<file path="config.mk">
export PLATFORM = sky130hd
export DESIGN_NAME = frame_deserializer
export DESIGN_NICKNAME = d
export VERILOG_FILES = /design/src/rtl/frame_deserializer.sv
export SDC_FILE = /design/constraint.sdc
export NUM_CORES = 1
export LEC_CHECK = 0
export ABC_AREA = 0
export BUFFER_PORTS_ARGS = -buffer_cell sky130_fd_sc_hd__buf_2
export CAP_MARGIN = 10
export CORE_MARGIN = 10
export CORE_UTILIZATION = 25
export DETAILED_ROUTE_END_ITERATION = 7
export PLACE_DENSITY = 0.38
export REMOVE_ABC_BUFFERS = 1
export SLEW_MARGIN = 40
export SYNTH_ARGS = -nofsm -noshare
export SYNTH_HDL_FRONTEND = slang
export SYNTH_SLANG_ARGS = --single-unit
</file>
<file path="constraint.sdc">
create_clock -name clk_i -period 1.9 [get_ports clk_i]
set_clock_uncertainty 0.1 [all_clocks]
set_input_delay 0.19 -clock clk_i [delete_from_list [all_inputs] [get_ports clk_i]]
set_output_delay 0.19 -clock clk_i [all_outputs]
set_load 0.02 [all_outputs]
</file>
<file path="src/rtl/frame_deserializer.sv">
`default_nettype none
// ============================================================================
// Module      : frame_deserializer
// Description : One-sample-per-clock serial receiver. Frame is start (0),
//               DATA_WIDTH data bits LSB first, optional parity, stop (1).
// Revision    : 1.0 - initial release
// ============================================================================
module frame_deserializer #(
    parameter int unsigned DATA_WIDTH = 8,
    parameter bit          PARITY_EN  = 1'b1,
    parameter bit          PARITY_ODD = 1'b0
) (
    input  logic                  clk_i,
    input  logic                  rst_i,
    input  logic                  inputdata_i,
    output logic [DATA_WIDTH-1:0] outputdata_o,
    output logic                  err_o,
    output logic                  eob_o
);

    localparam int unsigned      CNT_W  = $clog2(DATA_WIDTH);
    localparam logic [CNT_W-1:0] c_last = CNT_W'(DATA_WIDTH - 1);

    typedef enum logic [2:0] {
        S_IDLE      = 3'd0,
        S_DATA      = 3'd1,
        S_PARITY    = 3'd2,
        S_STOP      = 3'd3,
        S_WAIT_IDLE = 3'd4
    } state_t;

    state_t                r_state;
    state_t                w_state_nxt;
    logic [DATA_WIDTH-1:0] r_shift;
    logic [DATA_WIDTH-1:0] w_shift_nxt;
    logic [CNT_W-1:0]      r_cnt;
    logic [CNT_W-1:0]      w_cnt_nxt;
    logic                  r_par;
    logic                  w_par_nxt;
    logic [DATA_WIDTH-1:0] r_data;
    logic [DATA_WIDTH-1:0] w_data_nxt;
    logic                  r_eob;
    logic                  w_eob_nxt;
    logic                  r_err;
    logic                  w_err_nxt;
    logic                  w_par_err;

    // Accumulator already includes the received parity bit when in STOP.
    assign w_par_err = PARITY_EN && (r_par != PARITY_ODD);

    always_ff @(posedge clk_i or negedge rst_i) begin
        if (!rst_i) begin
            r_state <= S_IDLE;
            r_shift <= '0;
            r_cnt   <= '0;
            r_par   <= 1'b0;
            r_data  <= '0;
            r_eob   <= 1'b0;
            r_err   <= 1'b0;
        end else begin
            r_state <= w_state_nxt;
            r_shift <= w_shift_nxt;
            r_cnt   <= w_cnt_nxt;
            r_par   <= w_par_nxt;
            r_data  <= w_data_nxt;
            r_eob   <= w_eob_nxt;
            r_err   <= w_err_nxt;
        end
    end

    always_comb begin
        w_state_nxt = r_state;
        w_shift_nxt = r_shift;
        w_cnt_nxt   = r_cnt;
        w_par_nxt   = r_par;
        w_data_nxt  = r_data;
        w_eob_nxt   = 1'b0;
        w_err_nxt   = 1'b0;
        case (r_state)
            S_IDLE: begin
                if (!inputdata_i) begin
                    w_state_nxt = S_DATA;
                    w_cnt_nxt   = '0;
                    w_par_nxt   = 1'b0;
                end
            end
            S_DATA: begin
                // Right shift: after DATA_WIDTH samples the first bit sits at bit 0.
                w_shift_nxt = {inputdata_i, r_shift[DATA_WIDTH-1:1]};
                w_par_nxt   = r_par ^ inputdata_i;
                w_cnt_nxt   = r_cnt + CNT_W'(1);
                if (r_cnt == c_last) begin
                    w_state_nxt = PARITY_EN ? S_PARITY : S_STOP;
                end
            end
            S_PARITY: begin
                w_par_nxt   = r_par ^ inputdata_i;
                w_state_nxt = S_STOP;
            end
            S_STOP: begin
                w_eob_nxt = 1'b1;
                if (!inputdata_i) begin
                    w_err_nxt   = 1'b1;
                    w_state_nxt = S_WAIT_IDLE;
                end else if (w_par_err) begin
                    w_err_nxt   = 1'b1;
                    w_state_nxt = S_IDLE;
                end else begin
                    w_data_nxt  = r_shift;
                    w_state_nxt = S_IDLE;
                end
            end
            S_WAIT_IDLE: begin
                if (inputdata_i) begin
                    w_state_nxt = S_IDLE;
                end
            end
            default: begin
                w_state_nxt = S_IDLE;
            end
        endcase
    end

    assign outputdata_o = r_data;
    assign eob_o        = r_eob;
    assign err_o        = r_err;

endmodule
`default_nettype wire

</file>
==> results of run 1 <==
[sequential cells by signal (all words and copies together) (netlist names)]
name / flops
r_cnt: 3
outputdata_o: 8
r_par: 1
eob_o: 1
r_state: 3
err_o: 1
r_shift: 8
[cells by family (layout without fill, tap and decap cells)]
kind of cell	after synthesis	in the layout	share of synthesized area, %
AOI/OAI and AO/OA	9	9	6.10
muxes	18	18	23.4
buffers and inverters	4	20	2.71
DFF	25	25	56.5
and+or+nand+nor	11	11	6.78
adders and majority gates	4	4	4.52
[worst register-to-register path: cells and delay by family, from the launching register on]
family          cells  cell delay (ps)
flops               1              390
compound gates      1              290
buf+inv             1               70
simple gates        1               40
fa+ha+maj           1              270
mux                 1              260
[worst min-delay path by stage]
stage | start | endpoint | slack (ps) | cells past startpoint
final | inputdata_i | r_state[2] | 90 | 2
after global routing | inputdata_i | r_state[2] | 100 | 2
after CTS | inputdata_i | r_state[2] | 70 | 2
after detailed placement | rst_i | outputdata_o[4] | 130 | 1
after global placement | rst_i | outputdata_o[5] | 120 | 1
after floorplan | rst_i | eob_o | -210 | 0
[final cells by class]
| type | instances | area, sq um | area share [%] |
|---|---|---|---|
| sequential | 25 | 626 | 49.0 |
| inverter | 2 | 7.51 | 0.588 |
| multi-input combinational | 42 | 452 | 35.4 |
| clock buffer | 3 | 41.3 | 3.24 |
| tap | 52 | 65.1 | 5.10 |
| timing repair buffer | 14 | 77.6 | 6.08 |
| clock inverter | 1 | 7.51 | 0.588 |
[power breakdown]
group	internal, mW	total (mW)	switching [mW]
Sequential	0.776	0.946	0.170
Combinational	0.545	0.944	0.399
Clock	0.149	0.328	0.179
Total	1.47	2.22	0.748
[cells in the final DEF, fill, tap and decap left out]
cell type and n:
o21a_1 1, inv_1 2, dfrtp_1 25, nor2b_1 1, nor2_1 5, and3b_1 1
a211oi_1 1, mux2_4 15, mux2_1 1, a32o_1 1, a21oi_1 2, clkinvlp_4 1
o21ai_0 1, nand2_8 1, and2b_1 2, buf_2 12, mux2_2 2, dlygate4sd3_1 1
ha_1 4, and2_1 1, a22o_1 2, buf_4 1, clkbuf_8 3, a221o_1 1
[repair_timing]
| item | CTS | global route |
|---|---|---|
| hold buffers | 1 | 0 |
| endpoints found under the setup margin | 0 | 0 |
| endpoints found under the hold margin | 25 | 0 |
[per-stage QoR]
step,instances,util (%),cell area (sq um)
6_report,139,29.5,1280
5_1_grt,139,29.5,1280
4_1_cts,139,29.5,1280
3_5_place_dp,134,28.2,1220
3_3_place_gp,134,28.2,1220
2_1_floorplan,69,-,1080
[per-layer routing]
layer  vias to the layer above  global-route usage [%]  share of wire, %
met2                         8                    7.52                43
li1                        282                       -                 -
met4                         0                   0.884              0.77
met1                       291                    7.09                51
met5                         -                       0                 0
met3                         2                    3.10               5.9
==> results.yml, run 1 <==
run_status:
  status: "finished, final reports clean"
setup_path:
  slowest_delay_ps: 390
  required_ps: 1960
  end_kind: "flop"
  critPathSlowestCell: "dfrtp_1"
  r2r_slack_ps: 370
  path_delay_family: "flip-flops"
  crit_type: "flop to flop"
  critical_path_depth: 5
  cp-endpoint: "r_par"
  path_cells: "inv_1, ha_1, nor2_1, mux2_2, a221o_1"
  start_kind: "flop"
  path_max_fanout: 4
  reg2regPathDepth: 5
  crit_buf_inv: 1
  r2r-end: "r_par"
  worstPathArrival_ps: 1590
  crit_start: "r_par"
  worstReg2RegStart: "r_par"
drt:
  via_per_inst: 4.19
  num_vias: 583
  drtIter0Drc: 15
  wl_per_cell_microns: 13.2
  final_antenna_net_count: 0
  drc: 0
  drt-pass1-iter-count: 4
  wl_microns: 1830
power_and_ir_drop:
  totalPowerFinal_mw: 2.22
  p_leak_nw: 0.646
  ir_drop_mv: 0.677
  power-per-cell-area_mw_per_mm2: 1740
floorplanning:
  die_width_microns: 86.6
  start_util_pct: 25.6
  io_pins: 13
  core_area_sq_mm: 0.00432
  rows: 24
  die_area_sq_mm: 0.00749
  die_y_microns: 86.6
synth:
  syn_avg_cell_area_sq_um: 15.6
  yosys.area.top_type: "dfrtp_1"
  synth_area_leaders: "dfrtp_1, mux2_4, ha_1, buf_6, mux2_2"
  async_reset_ff_share_pct: 100
  synth-edff-count: 0
  synth_area_sq_mm: 0.00111
  ys_top_cells_by_count: "dfrtp_1, mux2_4, nor2_1"
  syn-instance-count: 71
  ys_seq_area_share_pct: 56.5
  synth-seq-cells: 25
  yosysWarnings: 0
  yosysUniqueCellTypes: 20
  synth_top_area_share_pct: 56.5
  synthMostInstantiatedCell: "dfrtp_1"
  ys.flop_type: "dfrtp_1"
sta:
  hold_violations: 0
  rsz0062_at_grt: "no"
  post-route-period-util_pct: 80.5
  relSlewSlack_pct: 62.4
  holdWs_ps: 86.9
  max_freq_ghz: 0.654
  worst_pin_slew_ps: 563
  fin_ws_ps: 371
  period_needed_ps: 1530
  finalSetupTns_ps: 0
  drv_slew: 0
  setup_viol: 0
placed_design:
  preCtsSetupSlack_ps: 376
  port_buffers: 12
  hpwlAfterDp_microns: 1290
  gp_congestion: 0.686
cells_and_area:
  area_growth_pct: 15.3
  drive_gt1_share_pct: 40.2
  fin_nets: 95
  antenna_cells: 0
  fillers: 458
clock_network:
  post_cts_buffers: 0
  post_cts_resized: 0
  cts_max_level: 1
  clkTransAtPathRegs_ps: 90
  cts-root-buf: "clkbuf_8"
  cts.sinks: 25
  cts_buffers: 3
  cts_tree: "yes"
  clk_latency_ps: 270
  cts_buffer_depth: 2
grt:
  grt_pass1_vias: 645
  antenna_found_initial: 0
  track_usage_pct: 5.38
  overflow: 0
  grt_pass1_wl_microns: 3240
  grt_max_degree: 26
worst_hold_path:
  hold_path.class: "input pin to flop"
flow_run:
  max-cap-violations: 0
Note: power is estimated with default switching activity, not from simulation.
==> run 2, diff against run 1 <==
- PLACE_DENSITY: 0.38 -> 0.39
- clock period: 1.9 -> 1.3 ns (I/O delays scaled with it)
==> results.yml, run 2 (synthesized netlist as in run 1, its figures left out) <==
run_status:
  status: "complete, but fails checks"
  violations: "setup timing"
sta:
  finalSetupTns_ps: -2100
  setup_viol: 19
  fin_ws_ps: -171
  holdWs_ps: 131
  max_freq_ghz: 0.680
  post-route-period-util_pct: 113
  drv_slew: 0
  rsz0062_at_grt: "yes"
  period_needed_ps: 1470
  worst_pin_slew_ps: 572
  hold_violations: 0
  relSlewSlack_pct: 61.9
floorplanning:
  start_util_pct: 25.6
  die_y_microns: 86.6
  io_pins: 13
  die_width_microns: 86.6
  core_area_sq_mm: 0.00432
  rows: 24
  die_area_sq_mm: 0.00749
clock_network:
  cts_max_level: 1
  clk_latency_ps: 270
  cts.sinks: 25
  cts_tree: "yes"
  cts_buffer_depth: 2
  clkTransAtPathRegs_ps: 90
  cts_buffers: 3
  cts-root-buf: "clkbuf_8"
drt:
  num_vias: 688
  wl_per_cell_microns: 13.8
  final_antenna_net_count: 0
  drc: 0
  drtIter0Drc: 15
  wl_microns: 2160
  drt-pass1-iter-count: 2
  via_per_inst: 4.38
setup_path:
  crit_type: "flop to flop"
  start_kind: "flop"
  r2r_slack_ps: -170
  r2r-end: "r_par"
  path_max_fanout: 2
  worstReg2RegStart: "r_par"
  worstPathArrival_ps: 1530
  end_kind: "flop"
  required_ps: 1360
  reg2regPathDepth: 5
placed_design:
  dpl.cell_count: 144
  hpwlAfterDp_microns: 1390
  gp_congestion: 0.756
  port_buffers: 12
  placed_area_sq_mm: 0.00131
  preCtsSetupSlack_ps: -161
cells_and_area:
  area_growth_pct: 33.3
  final_common_cell: "dfrtp_1"
  final_cell_area_sq_mm: 0.00148
  fin_nets: 113
  seqCellArea_sq_um: 628
  drive_gt1_share_pct: 58.1
  multi_input_comb_area_sq_um: 478
  final_util_pct: 34.1
  antenna_cells: 0
  fillers: 435
  instances_no_fill: 157
  final_cell_mix: "dfrtp_1, mux2_4, buf_4, buf_2, nor2_1"
grt:
  grt_pass1_wl_microns: 3840
  track_usage_pct: 6.35
  grt_pass1_vias: 772
  grt_max_degree: 26
  overflow: 0
  antenna_found_initial: 0
worst_hold_path:
  hp-start: "inputdata_i"
  min_path_cells: 3
  hold_path.class: "input pin to flop"
  hold_end: "r_state[2]"
power_and_ir_drop:
  totalPowerFinal_mw: 3.80
  power-per-cell-area_mw_per_mm2: 2570
  p_leak_nw: 0.760
  ir_drop_mv: 0.813
flow_run:
  max-cap-violations: 0
run 2: changes by cell type in the layout (fill, tap and decap cells not counted), sizes merged:
| cell | change |
|---|---|
| buf | +18 |
run 2: timing repair:
item                                    CTS  global route
endpoints found under the hold margin    25             0
endpoints found under the setup margin   19            24
pin swaps                                 2             1
hold buffers                              1             0
resized for setup                         6             6
cloned                                    1             0
setup buffers                             5             2
run 2: worst max-delay path, stage by stage (launching register included):
cell	delay (ps)
dfrtp_1	380
inv_2	60
ha_4	260
nor2_2	30
mux2_4	260
a221o_1	280
run 2: power breakdown:
| group | leakage (nW) | internal (mW) | switching [mW] | total, mW |
|---|---|---|---|---|
| clock | 0.0217 | 0.217 | 0.257 | 0.474 |
| combinational | 0.428 | 1.23 | 0.719 | 1.95 |
| sequential | 0.310 | 1.14 | 0.239 | 1.38 |
run 2: worst max-delay path by stage:
stage | slack, ps | endpoint | startpoint
after floorplan | -230 | r_shift[7] | r_state[1]
after global placement | -120 | r_par | r_par
after detailed placement | -160 | r_par | r_par
after CTS | -170 | r_par | r_par
after global routing | -190 | r_par | r_par
final | -170 | r_par | r_par
run 2: cell type report:
class / instances / share of cell area (%)
clock buffers: 3 / 2.80
inverters: 2 / 0.508
clock inverters: 1 / 0.508
flip-flops and latches: 25 / 42.5
repair buffers: 32 / 16.9
well taps: 52 / 4.41
multi-input cells: 42 / 32.4
run 2: per-layer routing:
| metal | global-route usage (%) | share of wire (%) |
|---|---|---|
| met1 | 8.03 | 47 |
| met2 | 9.66 | 47 |
| met3 | 3.19 | 5.4 |
| met4 | 0.884 | 0.56 |
| met5 | 0 | 0 |
==> run 3, diff against run 2 <==
- PLACE_DENSITY: 0.39 -> default
==> results.yml, run 3 (synthesized netlist as in run 1, its figures left out) <==
run_status:
  status: "complete, but fails checks"
  violations: "setup timing"
clock_network:
  cts.sinks: 25
  cts_tree: "yes"
  cts_buffer_depth: 2
  cts_max_level: 1
  clk_latency_ps: 270
  cts_buffers: 3
  cts-root-buf: "clkbuf_8"
  clkTransAtPathRegs_ps: 80
placed_design:
  port_buffers: 12
  preCtsSetupSlack_ps: -168
  gp_congestion: 0.779
  placed_area_sq_mm: 0.00131
  dpl.cell_count: 144
  hpwlAfterDp_microns: 1440
floorplanning:
  die_width_microns: 86.6
  start_util_pct: 25.6
  io_pins: 13
  rows: 24
  core_area_sq_mm: 0.00432
  die_area_sq_mm: 0.00749
  die_y_microns: 86.6
cells_and_area:
  multi_input_comb_area_sq_um: 488
  fillers: 443
  final_common_cell: "dfrtp_1"
  final_cell_mix: "dfrtp_1, mux2_4, buf_2, buf_4, nor2_1"
  area_growth_pct: 29.9
  final_cell_area_sq_mm: 0.00144
  final_util_pct: 33.3
  fin_nets: 108
  seqCellArea_sq_um: 626
  instances_no_fill: 152
  antenna_cells: 0
  drive_gt1_share_pct: 56.0
drt:
  via_per_inst: 4.32
  wl_per_cell_microns: 13.8
  num_vias: 656
  drtIter0Drc: 29
  wl_microns: 2110
  drc: 0
  drt-pass1-iter-count: 4
  final_antenna_net_count: 0
grt:
  grt_max_degree: 26
  antenna_found_initial: 0
  grt_pass1_vias: 772
  track_usage_pct: 6.23
  overflow: 0
  grt_pass1_wl_microns: 3860
sta:
  rsz0062_at_grt: "yes"
  fin_ws_ps: -173
  relSlewSlack_pct: 61.9
  post-route-period-util_pct: 113
  hold_violations: 0
  max_freq_ghz: 0.679
  setup_viol: 17
  period_needed_ps: 1470
  drv_slew: 0
  worst_pin_slew_ps: 571
  holdWs_ps: 134
setup_path:
  r2r_slack_ps: -170
  worstPathArrival_ps: 1530
  crit_buf_inv: 1
  critPathSlowestCell: "dfrtp_1"
  path_delay_family: "flip-flops"
  crit_type: "flop to flop"
  required_ps: 1360
  end_kind: "flop"
  start_kind: "flop"
  path_max_fanout: 2
  slowest_delay_ps: 370
  path_cells: "inv_2, ha_4, nor2_2, mux2_4, a221o_1"
power_and_ir_drop:
  power-per-cell-area_mw_per_mm2: 2600
  p_leak_nw: 0.733
  ir_drop_mv: 1.01
flow_run:
  max-cap-violations: 0
worst_hold_path:
  hold_path.class: "input pin to flop"
## run 3: worst register-to-register path: cells and delay by family, from the launching register on
family                     cells  cell delay [ps]
adders and majority gates      1              260
DFF                            1              370
buffers and inverters          1               60
AOI/OAI and AO/OA              1              290
and+or+nand+nor                1               30
muxes                          1              260
## run 3: final cells by class
cell class / count / share of cell area [%]
Timing Repair Buffer: 27 / 14.4
Multi-Input combinational cell: 42 / 33.9
Sequential cell: 25 / 43.5
Tap cell: 52 / 4.52
Inverter: 2 / 0.522
Clock buffer: 4 / 3.13
## run 3: stage by stage
stage | setup TNS [ps] | total power [mW]
after floorplan | -2630 | 2.43
after global placement | -1340 | 2.95
after detailed placement | -1490 | 3.01
after CTS | -1180 | 3.72
after global routing | -2270 | 4.01
final | -1350 | 3.74
## run 3: final timing paths
path	from	end	cells after the start
min reg2reg	outputdata_o[4]	outputdata_o[4]	1
min in group asynchronous	rst_i	r_cnt[2]	2
max	r_par	r_par	5
max reg2reg	r_par	r_par	5
max in group asynchronous	rst_i	r_shift[0]	2
min	inputdata_i	r_state[2]	3
## run 3: what timing repair did
action,CTS,global route
setup buffers,2,0
resized for setup,7,5
gates cloned,1,0
hold buffers,1,0
hold endpoints to repair,25,0
pin swaps,2,2
endpoints found under the setup margin,19,18
## run 3: per-layer routing
metal  part of all wire, %  global-route usage, %
met1                    45                   7.52
met4                   1.1                   2.21
met2                    50                   10.6
met3                   3.4                   1.31
met5                     0                      0
## run 3: power breakdown
part           switching (mW)  internal (mW)  total (mW)
Sequential              0.243           1.13        1.38
Combinational           0.725           1.18        1.90
Clock                   0.242          0.219       0.461
